`src/rtl/idex_stage.sv`:
```
// -----------------------------------------------------------------------------
// idex_stage
//
// ID/EX pipeline register with integrated ALU-control decode. It sits between
// the decode/register-file stage and the EX/ALU stage. It adds a valid bit,
// stall and flush, and a MUL occupancy counter that back-pressures ID while a
// multi-cycle multiply owns EX.
//
// Update priority on each rising edge:
//   rst_i > flush_i > stall_i > MUL busy hold > load
//
// Optional feature (compile-time macro IDEX_ILLEGAL_TRAP_EN):
//   defined   : an illegal decode of a valid instruction sets illegal_o with the
//               instruction, forces its wb/mem to 0, and is never treated as MUL.
//   undefined : illegal_o is always 0; illegal keys decode as ADD and wb/mem
//               pass through unchanged.
//
// Ports:
//   clk_i, rst_i               clock, synchronous active-high reset
//   in_valid_i                 ID holds a real instruction
//   stall_i                    hold all state (including the MUL counter)
//   flush_i                    squash stage contents, wins over stall/busy
//   rs1_data_i, rs2_data_i     register operands            (XLEN)
//   iimm_i, simm_i             I/S immediates                (XLEN)
//   rs1_addr_i, rs2_addr_i,
//   rd_addr_i                  register addresses            (RA_W)
//   funct3_i, funct7_i         instruction function fields
//   alu_op_i                   00 add, 01 sub, 10 R-type, 11 I-type arith
//   alu_src_i                  1 selects iimm_i as val2
//   wb_i, mem_i                write enable, {mem_read, mem_write}
//   valid_o                    EX holds a completed, consumable instruction
//   val1_o, val2_o, simm_o     registered operands
//   alu_ctrl_o                 registered ALU control
//   rs1_addr_o, rs2_addr_o,
//   rd_addr_o                  registered addresses
//   wb_o, mem_o                registered controls, gated by valid_o
//   busy_o                     MUL in progress; ID must hold its instruction
//   illegal_o                  registered illegal-decode flag
// -----------------------------------------------------------------------------
module idex_stage #(
    parameter int XLEN       = 32,
    parameter int RA_W       = 5,
    parameter int MUL_CYCLES = 3
) (
    input  logic            clk_i,
    input  logic            rst_i,
    input  logic            in_valid_i,
    input  logic            stall_i,
    input  logic            flush_i,
    input  logic [XLEN-1:0] rs1_data_i,
    input  logic [XLEN-1:0] rs2_data_i,
    input  logic [XLEN-1:0] iimm_i,
    input  logic [XLEN-1:0] simm_i,
    input  logic [RA_W-1:0] rs1_addr_i,
    input  logic [RA_W-1:0] rs2_addr_i,
    input  logic [RA_W-1:0] rd_addr_i,
    input  logic [2:0]      funct3_i,
    input  logic [6:0]      funct7_i,
    input  logic [1:0]      alu_op_i,
    input  logic            alu_src_i,
    input  logic            wb_i,
    input  logic [1:0]      mem_i,
    output logic            valid_o,
    output logic [XLEN-1:0] val1_o,
    output logic [XLEN-1:0] val2_o,
    output logic [XLEN-1:0] simm_o,
    output logic [3:0]      alu_ctrl_o,
    output logic [RA_W-1:0] rs1_addr_o,
    output logic [RA_W-1:0] rs2_addr_o,
    output logic [RA_W-1:0] rd_addr_o,
    output logic            wb_o,
    output logic [1:0]      mem_o,
    output logic            busy_o,
    output logic            illegal_o
);

    // Counter only needs to hold MUL_CYCLES-1.
    localparam int CNT_W = (MUL_CYCLES > 1) ? $clog2(MUL_CYCLES) : 1;
    localparam logic [CNT_W-1:0] CNT_LOAD = CNT_W'(MUL_CYCLES - 1);
    localparam logic [CNT_W-1:0] CNT_ONE  = CNT_W'(1);

    // ------------------------------------------------------------------
    // ALU-control decode (combinational, captured on load)
    // ------------------------------------------------------------------
    logic [3:0] dec_ctrl;
    logic       dec_illegal;
    logic       dec_is_mul;

    always_comb begin
        dec_ctrl    = 4'b0010;
        dec_illegal = 1'b0;
        case (alu_op_i)
            2'b00: dec_ctrl = 4'b0010;
            2'b01: dec_ctrl = 4'b0110;
            2'b10: begin
                case ({funct7_i, funct3_i})
                    10'b0000000_000: dec_ctrl = 4'b0010;
                    10'b0100000_000: dec_ctrl = 4'b0110;
                    10'b0000000_111: dec_ctrl = 4'b0000;
                    10'b0000000_110: dec_ctrl = 4'b0001;
                    10'b0000000_100: dec_ctrl = 4'b0011;
                    10'b0000000_001: dec_ctrl = 4'b0100;
                    10'b0000000_101: dec_ctrl = 4'b0101;
                    10'b0100000_101: dec_ctrl = 4'b0111;
                    10'b0000001_000: dec_ctrl = 4'b1111;
                    default: begin
                        dec_ctrl = 4'b0010;
`ifdef IDEX_ILLEGAL_TRAP_EN
                        dec_illegal = 1'b1;
`endif
                    end
                endcase
            end
            default: begin
                // I-type arithmetic: funct3 selects; funct7 only splits SRLI/SRAI.
                case (funct3_i)
                    3'b000: dec_ctrl = 4'b0010;
                    3'b111: dec_ctrl = 4'b0000;
                    3'b110: dec_ctrl = 4'b0001;
                    3'b100: dec_ctrl = 4'b0011;
                    3'b001: dec_ctrl = 4'b0100;
                    3'b101: dec_ctrl = (funct7_i == 7'b0100000) ? 4'b0111 : 4'b0101;
                    default: begin
                        dec_ctrl = 4'b0010;
`ifdef IDEX_ILLEGAL_TRAP_EN
                        dec_illegal = 1'b1;
`endif
                    end
                endcase
            end
        endcase
    end

    // Only the R-type MUL key produces 1111; an illegal key never does.
    assign dec_is_mul = (dec_ctrl == 4'b1111) && !dec_illegal;

    // ------------------------------------------------------------------
    // Stage registers
    // ------------------------------------------------------------------
    logic            valid_q,   valid_d;
    logic [CNT_W-1:0] cnt_q,    cnt_d;
    logic            busy_q,    busy_d;
    logic [XLEN-1:0] val1_q,    val1_d;
    logic [XLEN-1:0] val2_q,    val2_d;
    logic [XLEN-1:0] simm_q,    simm_d;
    logic [3:0]      ctrl_q,    ctrl_d;
    logic [RA_W-1:0] rs1_q,     rs1_d;
    logic [RA_W-1:0] rs2_q,     rs2_d;
    logic [RA_W-1:0] rd_q,      rd_d;
    logic            wb_q,      wb_d;
    logic [1:0]      mem_q,     mem_d;
    logic            illegal_q, illegal_d;

    logic trap_v;
    assign trap_v = in_valid_i && dec_illegal;

    always_comb begin
        valid_d   = valid_q;
        cnt_d     = cnt_q;
        val1_d    = val1_q;
        val2_d    = val2_q;
        simm_d    = simm_q;
        ctrl_d    = ctrl_q;
        rs1_d     = rs1_q;
        rs2_d     = rs2_q;
        rd_d      = rd_q;
        wb_d      = wb_q;
        mem_d     = mem_q;
        illegal_d = illegal_q;

        if (flush_i) begin
            // Squash wins over stall and over an in-flight MUL.
            valid_d   = 1'b0;
            cnt_d     = '0;
            val1_d    = '0;
            val2_d    = '0;
            simm_d    = '0;
            ctrl_d    = '0;
            rs1_d     = '0;
            rs2_d     = '0;
            rd_d      = '0;
            wb_d      = 1'b0;
            mem_d     = 2'b00;
            illegal_d = 1'b0;
        end else if (stall_i) begin
            // Everything holds, including the MUL counter.
        end else if (cnt_q != '0) begin
            // MUL still occupies EX: count down and keep the contents.
            // No load on the cycle cnt goes 1 -> 0; ID loads one cycle later.
            cnt_d = cnt_q - CNT_ONE;
        end else begin
            valid_d   = in_valid_i;
            cnt_d     = (in_valid_i && dec_is_mul) ? CNT_LOAD : '0;
            val1_d    = rs1_data_i;
            val2_d    = alu_src_i ? iimm_i : rs2_data_i;
            simm_d    = simm_i;
            ctrl_d    = dec_ctrl;
            rs1_d     = rs1_addr_i;
            rs2_d     = rs2_addr_i;
            rd_d      = rd_addr_i;
            wb_d      = wb_i && !trap_v;
            mem_d     = trap_v ? 2'b00 : mem_i;
            illegal_d = trap_v;
        end

        busy_d = (cnt_d != '0);
    end

    always_ff @(posedge clk_i) begin
        if (rst_i) begin
            valid_q   <= 1'b0;
            cnt_q     <= '0;
            busy_q    <= 1'b0;
            val1_q    <= '0;
            val2_q    <= '0;
            simm_q    <= '0;
            ctrl_q    <= '0;
            rs1_q     <= '0;
            rs2_q     <= '0;
            rd_q      <= '0;
            wb_q      <= 1'b0;
            mem_q     <= 2'b00;
            illegal_q <= 1'b0;
        end else begin
            valid_q   <= valid_d;
            cnt_q     <= cnt_d;
            busy_q    <= busy_d;
            val1_q    <= val1_d;
            val2_q    <= val2_d;
            simm_q    <= simm_d;
            ctrl_q    <= ctrl_d;
            rs1_q     <= rs1_d;
            rs2_q     <= rs2_d;
            rd_q      <= rd_d;
            wb_q      <= wb_d;
            mem_q     <= mem_d;
            illegal_q <= illegal_d;
        end
    end

    // ------------------------------------------------------------------
    // Outputs
    // ------------------------------------------------------------------
    assign valid_o    = valid_q && (cnt_q == '0);
    assign busy_o     = busy_q;
    assign val1_o     = val1_q;
    assign val2_o     = val2_q;
    assign simm_o     = simm_q;
    assign alu_ctrl_o = ctrl_q;
    assign rs1_addr_o = rs1_q;
    assign rs2_addr_o = rs2_q;
    assign rd_addr_o  = rd_q;
    assign wb_o       = wb_q && valid_o;
    assign mem_o      = mem_q & {2{valid_o}};
    assign illegal_o  = illegal_q;

endmodule

```
`config.mk`:
```
export PLATFORM = sky130hd
export DESIGN_NAME = idex_stage
export DESIGN_NICKNAME = d
export VERILOG_FILES = /design/src/rtl/idex_stage.sv
export SDC_FILE = /design/constraint.sdc
export NUM_CORES = 1
export LEC_CHECK = 0
export ABC_AREA = 1
export CELL_PAD_IN_SITES_DETAIL_PLACEMENT = 1
export CELL_PAD_IN_SITES_GLOBAL_PLACEMENT = 1
export CORE_UTILIZATION = 25
export DETAILED_ROUTE_END_ITERATION = 8
export GPL_TIMING_DRIVEN = 0
export HOLD_SLACK_MARGIN = 0.12
export PLACE_DENSITY_LB_ADDON = 0.15
export SKIP_LAST_GASP = 1
export SLEW_MARGIN = 10
export SYNTH_ARGS = -nofsm -noshare
export SYNTH_HDL_FRONTEND = slang
export SYNTH_SLANG_ARGS = --single-unit
```
`constraint.sdc`:
```
create_clock -name clk_i -period 1.7 [get_ports clk_i]
set_input_delay 0.34 -clock clk_i [delete_from_list [all_inputs] [get_ports clk_i]]
set_output_delay 0.34 -clock clk_i [all_outputs]
set_load 0.01 [all_outputs]
```
== Yosys cells after proc, flatten, opt, wreduce, memory -nomap -nowiden ==
Index checks and enable logic that the tools add are counted.

* Bits in registers: 122
* Latch bits: 0
* Bits in writable memories: 0
* Memory bits (read-only): 0
* Input bits: 164
* Output and inout port bits: 121
* Logic and storage cells: 51
* Memories kept: 0

* Add/subtract/negate cells: 1
* $mul: 0
* Divide/modulo/power cells: 0
* $lt $le $gt $ge: 0
* Equal/unequal tests: 17
* Shift-type cells: 0
* Muxes and demuxes: 9
* Bitwise operators: 3
* Reduce and logical (&&, ||, !) cells: 9

{| class="wikitable"
|+ Operators by type and width
! operator !! number
|-
| $eq A10 B3 Y1 const B || 4
|-
| $mux W32 || 1
|-
| $pmux W4 S8 || 1
|-
| $eq A10 B9 Y1 const B || 2
|-
| $pmux W3 S5 || 1
|-
| $eq A3 B3 Y1 const B || 4
|-
| $pmux W4 S3 || 1
|-
| $eq A10 B1 Y1 const B || 1
|-
| $eq A10 B4 Y1 const B || 1
|-
| $mux W2 || 5
|-
| $eq A7 B6 Y1 const B || 1
|-
| $eq A4 B4 Y1 const B || 1
|-
| $logic_not A2 Y1 || 2
|-
| $reduce_bool A2 Y1 || 2
|-
| $eq A3 B1 Y1 const B || 1
|-
| $logic_and A1 B1 Y1 || 3
|-
| $and A2 B2 Y2 || 1
|-
| $eq A2 B1 Y1 const B || 1
|-
| $eq A2 B2 Y1 const B || 1
|-
| $not A1 Y1 || 2
|-
| $reduce_and A2 Y1 || 1
|-
| $reduce_or A2 Y1 || 1
|-
| $sub A2 B1 Y2 const B || 1
|}

== Depth between registers and ports, before layout ==
Gate-level depths: netlist (run 1).

* Depth in word-level cells: 11
* Gate-level depth with buffers: 11
* Depth with buffers taken out: 11

== Worst setup path before layout (run 1) ==
Ideal clock, no wire load.

* Path type: reg-to-reg
* Start: register cnt_q[0]
* End: register rs1_q[0], in the netlist rs1_addr_o[0]
* Library setup time: 0.116 ns
* Arrival: 1.097 ns
* Data required time: 1.584 ns
* Setup slack: 0.487 ns
* Stages on the path, launching flop included: 9
* Buffers on the path: 2
* Period minus slack after synthesis: 1.213 ns
* Path through: dfxtp_1 nor2_2 inv_2 nor2_8 inv_2 buf_4 buf_4 nor2_1 nor2_1

* Longest elaborated chain between the ends: 3

{| class="wikitable"
|+ Ends and longest elaborated chain
! element !! RTL line !! text
|-
| from (decl) || 141 || <nowiki>logic [CNT_W-1:0] cnt_q, cnt_d;</nowiki>
|-
| from (signal assigned) || 226 || <nowiki>cnt_q <= cnt_d;</nowiki>
|-
| $reduce_bool A2 Y1 || 187 || <nowiki>end else if (cnt_q != '0) begin</nowiki>
|-
| $not A1 Y1 (no line) || - ||
|-
| $reduce_and A2 Y1 (no line) || - ||
|-
| to (signal assigned) || 232 || <nowiki>rs1_q <= rs1_d;</nowiki>
|-
| to (decl) || 147 || <nowiki>logic [RA_W-1:0] rs1_q, rs1_d;</nowiki>
|}

Every way passes these cells.
A chain may end at the register's enable or synchronous reset.

== Worst setup path in the final report (run 1) ==
* Start: register val2_q[29], in the netlist val2_o[29]
* End: output port val2_o[29]

{| class="wikitable"
|+ RTL lines
! element !! RTL line !! text
|-
| from (decl) || 144 || <nowiki>logic [XLEN-1:0] val2_q, val2_d;</nowiki>
|-
| from (signal assigned) || 229 || <nowiki>val2_q <= val2_d;</nowiki>
|-
| to (decl) || 65 || <nowiki>output logic [XLEN-1:0] val2_o,</nowiki>
|}

No word-level cell between the ends.

==> results of run 1 <==
cells in the mapped netlist:
master / n / area, sq um
nand4_1: 2 / 12.5
clkbuf_1: 19 / 71.3
buf_2: 17 / 85.1
nand3_1: 9 / 45.0
dfxtp_1: 122 / 2440
inv_2: 2 / 7.51
inv_1: 54 / 203
buf_1: 1 / 3.75
nand2_1: 35 / 131
a21oi_1: 71 / 355
nor2_1: 221 / 830
buf_6: 2 / 22.5
o21ai_0: 117 / 586
buf_4: 5 / 37.5
nor2_2: 2 / 12.5
nor3b_1: 1 / 7.51
conb_1: 1 / 3.75
nor2_8: 1 / 20.0
o21ai_1: 1 / 5.00
clkbuf_2: 1 / 5.00
power groups by stage:
stage,clock network (mW),registers (mW),logic [mW]
4_1_cts,3.73,3.04,1.18
3_3_place_gp,0,3.09,1.16
3_5_place_dp,0,3.10,1.17
2_1_floorplan,0,3.15,0.358
6_report,3.64,3.04,1.16
5_1_grt,3.86,3.05,1.28
per-stage QoR:
step / cells / setup TNS (ns)
6_report: 1257 / 0
5_1_grt: 1257 / 0
4_1_cts: 1257 / -0.00764
3_5_place_dp: 1226 / -36.14
3_3_place_gp: 1226 / -35.47
2_1_floorplan: 684 / 0
registers in the layout, summed over array words and instances, names as in the netlist:
| register | cells |
|---|---|
| val1_o | 32 |
| cnt_q | 2 |
| simm_o | 32 |
| rd_addr_o | 5 |
| rs2_addr_o | 5 |
| alu_ctrl_o | 4 |
| mem_q | 2 |
| busy_o | 1 |
| wb_q | 1 |
| val2_o | 32 |
| rs1_addr_o | 5 |
| valid_q | 1 |
path summary, 6_finish.rpt:
check / start / end / slack [ns] / cells after the start
setup / recovery: val2_o[29]$_SDFFE_PP0P_ / val2_o[29] / 0.03 / 1
hold / removal: alu_src_i / val2_o[21]$_SDFFE_PP0P_ / 0.45 / 4
setup reg to reg: cnt_q[0]$_SDFF_PP0_ / simm_o[27]$_SDFFE_PP0P_ / 0.22 / 7
hold reg to reg: wb_q$_SDFFE_PP0P_ / wb_q$_SDFFE_PP0P_ / 0.45 / 2
final cells by class:
type                            count  area, sq um
Clock buffer                       18          439
Inverter                           56          210
Timing Repair Buffer              282         2820
Sequential cell                   122         2450
Clock inverter                     13          153
Fill cell                        2326        10300
Multi-Input combinational cell    461         2020
Buffer                             45          225
Tap cell                          260          325
routing by layer:
metal	vias up	share of wire, %	GRT usage [%]
met2	170	48	33.0
met4	0	1.6	6.90
met3	21	7.7	6.95
met1	2525	43	21.8
li1	2794	-	-
met5	-	0	0
what timing repair did:
item / CTS / global route
setup endpoints to repair: 6 / 10
pin swaps: 0 / 1
cloned: 0 / 0
gates resized for setup: 16 / 13
cell families after synthesis:
kind of cell	after synthesis
AND/OR/NAND/NOR	271
flip-flops	122
AO/OA/AOI/OAI	189
buffers and inverters	101
other	1
==> metrics.md, run 1 <==
| Metric | Value |
|---|---|
| Run status | complete, no violations |
| RSZ-0062 raised after global routing | no |
| Pre-CTS setup slack | -0.397 ns |
| Leakage | about 3.7 nW |
| Largest family of logic cells by synthesized area | simple AND/OR/NAND/NOR gates |
| Setup-failing EPs final | 0 |
| Worst slew margin | approximately two thirds |
| Nets | between 1,000 and 1,500 |
| Clock skew | 0.00639 ns |
| Site Rows | 50 |
| Cell family with most CP delay | buffers and inverters |
| First-pass DRT Iterations | 4 |
| Period utilisation layout | between 90% and 100% |
| Clk sink count | between 100 and 150 |
| Crit path cell chain | clkdlybuf4s50_1 |
| Avg Cell Area, Syn | ~7.1 sq um |
| Largest net degree at the start of global routing | 17 |
| Dpl cell area | 8030 sq um |
| Area grow syn2layout | 76.8% |
| Seq/Total Area, Yosys | between 40% and 50% |
| Reg power frac | between 30% and 40% |
| DRC viols | 0 |
| Die span in y | 142 um |
| CTS Buffer Depth | 2 |
| Worst-Margin Slew | approximately 0.5 ns |
| Syn_nets | 848 |
| Share of layout cells above drive strength 1 | between 6 and 7% |
| Most common cell after layout, fill and taps aside | clkdlybuf4s50_1 |
| Hold WC Path Type | in -> reg |
| Int Pwr | ~6 mW |
| PortBufs | 282 |
| Initial antenna violation count | 0 |
| Ant. Diodes | 0 |
| P_sw | about 1.9 mW |
| Yosys cell types | 20 |
| Total CTS buffers | 17 |
| Maxcap violations | 0 |
| WS Path Type | reg -> out |
| Tot Pwr | ~8 mW |
| Non-Filler Cell Area, Final | around 8600 sq um |
| Hold_buf cts | 0 |
| Final hold violation count | 0 |
| Clock latency on the worst-skew pair | ~0.41 ns |
| Routed vias/inst | approximately 4.4 |
| Core Util, Final | a little under half |
| First-pass GRT wire length | around 30,000 um |
| # H-tree levels | 4 |
| Synthesized flop and latch total | about 120 |
| Pwr/cell area | between 900 and 1000 nW/um^2 |
| Synth Area in XOR/XNOR | 0% |
| Fin Hold WS | approximately 0.45 ns |
| Grt ovf | 0 |
| Initial Util | between 20% and 30% |
| DR vias | between 5,000 and 6,000 |
| Clk pwr share | between 40% and 50% |
| Vias in the first global route | 5,834 |
| Worst Path Buf+Inv | 1 |
| Worst EP required | around 1.4 ns |
| Ys Warns | 0 |
| DRT Wirelength | between 15,000 and 20,000 um |
| Die area | between 20,000 and 25,000 sq um |
| Synth Area in Simple Gates | between 20% and 30% |
| Mapped Area | around 4900 sq um |
| Sw frac | a little under a quarter |
| Period minus WS final | about 1.7 ns |
| Io pins | between 200 and 300 |
| Crit path launch type | flip-flop |
| Critical path arrival | 1.33 ns |
| Hpwl dp | between 10,000 and 15,000 um |
| Routed wire per std cell | approximately 15 um |
| Post-DRT Antenna Nets | 0 |
| GRT Overall Usage | roughly 19% |
| Final Max Tran Viols | 0 |
| Die W | 142 um |
| Core area | 19,000 sq um |
| Slowest-stage cell, CP | clkdlybuf4s50_1 |
| CTS root buf | clkbuf_16 |
| Peak VDD IR | approximately 0.63 mV |
| Post-synthesis mux area share | 0% |
| Post-Synth Adder-Cell Area | 0% |
| Setup ws final | about 0.032 ns |
| Gate power share | between 10% and 20% |
| Max Freq | 599 MHz |
| CP Max Fanout | 2 |
| Synth Area in Compound Gates | 19.4% |
| Routability Congestion | between 0.7 and 0.8 |
| Biggest cell delay along the critical path | 0.59 ns |
| Most frequent cells in the layout | 269 x clkdlybuf4s50_1, 220 x nor2_1, 121 x dfxtp_1, 117 x o21ai_0, 71 x a21oi_1 |
| Iter 0 DRT Violations | 118 |
| Crit. End Element | output port |
| Clk slew on worst S/H paths | 0.05 ns |
| Post-CTS setup buffer count | 0 |
| Mapped Cells | 684 |
| CTS tree | built |
No activity file was read; power rests on OpenSTA's default activity.
==> run 2: changes to the inputs <==
--- a/config.mk
+++ b/config.mk
@@ -6,9 +6,11 @@
 export NUM_CORES = 1
 export LEC_CHECK = 0
 export ABC_AREA = 1
+export CAP_MARGIN = 40
 export CELL_PAD_IN_SITES_DETAIL_PLACEMENT = 1
 export CELL_PAD_IN_SITES_GLOBAL_PLACEMENT = 1
 export CORE_UTILIZATION = 25
+export CTS_BUF_LIST = sky130_fd_sc_hd__clkbuf_16
 export DETAILED_ROUTE_END_ITERATION = 8
 export GPL_TIMING_DRIVEN = 0
 export HOLD_SLACK_MARGIN = 0.12
==> metrics.md, run 2 (synthesis results as in run 1) <==
| Metric | Value |
|---|---|
| Hold Startpoint | alu_src_i |
| Ant. Diodes | 0 |
| Pwr/cell area | between 900 and 1000 nW/um^2 |
| Post-DRT Antenna Nets | 0 |
| Clk sink count | 122 |
| Crit path launch type | flip-flop |
| Die area | between 20,000 and 25,000 sq um |
| Period minus WS final | 1.67 ns |
| Max Freq | 600 MHz |
| Biggest cell delay along the critical path | a little under 0.6 ns |
| Io pins | about 290 |
| Worst EP required | 1.36 ns |
| Iter 0 DRT Violations | 108 |
| M2 GR Usage | approximately 33% |
| Nets | between 1,000 and 1,500 |
| Setup ws final | 0.0332 ns |
| Maxcap violations | 0 |
| Core area | between 15,000 and 20,000 sq um |
| Initial Util | ~26% |
| Final Max Tran Viols | 0 |
| Footprint of the multi-input gates | a little over 2000 sq um |
| Hpwl dp | around 14,000 um |
| Crit path cell chain | clkdlybuf4s50_1 |
| DRT Wirelength | roughly 19,000 um |
| Most frequent cells in the layout | 269 x clkdlybuf4s50_1, 220 x nor2_1, 121 x dfxtp_1, 117 x o21ai_0, 71 x a21oi_1 |
| Final hold violation count | 0 |
| Period utilisation layout | slightly below 100% |
| DR vias | 5,495 |
| Critical path arrival | roughly 1.3 ns |
| Die span in y | approximately 140 um |
| GRT Overall Usage | about 19% |
| Most common cell after layout, fill and taps aside | clkdlybuf4s50_1 |
| Post-CTS setup buffer count | 0 |
| Peak VDD IR | between 0.6 and 0.7 mV |
| Routability Congestion | between 0.7 and 0.8 |
| CTS root buf | clkbuf_16 |
| CP Max Fanout | 2 |
| Area grow syn2layout | 76.6% |
| CTS tree | built |
| Site Rows | 50 |
| Worst Path Buf+Inv | 1 |
| Slowest-stage cell, CP | clkdlybuf4s50_1 |
| RSZ-0062 raised after global routing | no |
| Sequential Area | ~2400 sq um |
| Clock latency on the worst-skew pair | ~0.41 ns |
| Total CTS buffers | 17 |
| Crit path launch | val2_o[29]$_SDFFE_PP0P_ |
| Leakage | ~3.7 nW |
| Setup-failing EPs final | 0 |
| Fin Hold WS | ~0.45 ns |
| Met1 usage | 21.9% |
| PortBufs | 282 |
| CTS Buffer Depth | 2 |
| DRC viols | 0 |
| Clock skew | 0.00686 ns |
| Grt ovf | 0 |
| Initial antenna violation count | 0 |
| Run status | complete, no violations |
| Tot Pwr | roughly 7.8 mW |
| Routed vias/inst | around 4.4 |
| Fillers | roughly 2,300 |
| Clk slew on worst S/H paths | about 0.050 ns |
| Busiest grt layer | met2 |
| First-pass GRT wire length | around 30,000 um |
| WS Path Type | reg -> out |
| Pre-CTS setup slack | -0.397 ns |
| Met3 Resource Use GR | under 10% |
| First-pass DRT Iterations | 4 |
| # H-tree levels | 4 |
| Routed wire per std cell | around 15 um |
| Crit. End Element | output port |
| Cell family with most CP delay | buffers and inverters |
| R2R Path Start | cnt_q[0]$_SDFF_PP0_ |
| Die W | 142 um |
| Vias in the first global route | ~5,800 |
| Largest net degree at the start of global routing | 17 |
| Hold WC Path Type | in -> reg |
| Share of layout cells above drive strength 1 | ~6.7% |
## run 2: cell count changes in the layout (fill, tap and decap cells not counted)
cell and change:
clkbuf_8 -1, clkinv_1 +1
## run 2: final cells by class
class                           instances  area share (%)
Tap cell                              260            3.77
Multi-Input combinational cell        461            23.4
Buffer                                 45            2.61
Sequential cell                       122            28.3
Inverter                               56            2.44
Clock inverter                         14            1.81
Clock buffer                           17            4.93
Timing Repair Buffer                  282            32.7
## run 2: per-stage QoR
stage | std cells | cell area [sq um] | util [%] | TNS [ns]
after floorplan | 684 | 4890 | - | 0
after global placement | 1226 | 8030 | 42.4 | -35.47
after detailed placement | 1226 | 8030 | 42.4 | -36.14
after CTS | 1257 | 8610 | 45.4 | -0.00764
after global routing | 1257 | 8630 | 45.5 | 0
final | 1257 | 8630 | 45.5 | 0
## run 2: worst register-to-register path: cells and delay by family (launching register included)
kind / cells / cell delay, ns
buffers and inverters: 3 / 0.51
flip-flops: 1 / 0.34
AO/OA/AOI/OAI: 1 / 0.13
AND/OR/NAND/NOR: 3 / 0.43
## run 2: timing repair
item	in CTS	in global routing
gates resized for setup	16	13
pin swaps	0	1
endpoints found under the setup margin	6	10
hold buffers	0	0
## run 2: routing by layer
layer / up-vias / part of all wire [%] / wire [um]
met2: 163 / 48 / 9070
met1: 2521 / 43 / 8040
li1: 2792 / - / -
met5: - / 0 / 0
met4: 0 / 1.5 / 285
met3: 19 / 7.6 / 1440
## run 2: path summary, 6_finish.rpt
kind / slack, ns / depth (start not counted) / end
setup / recovery: 0.03 / 1 / val2_o[29]
hold / removal: 0.45 / 4 / val2_o[21]$_SDFFE_PP0P_
setup reg to reg: 0.22 / 7 / simm_o[27]$_SDFFE_PP0P_
hold reg to reg: 0.45 / 2 / wb_q$_SDFFE_PP0P_
## run 2: power breakdown
group	switching [mW]	internal [mW]	total [mW]
Clock	1.32	2.27	3.59
Sequential	0.0551	2.98	3.04
Combinational	0.500	0.658	1.16
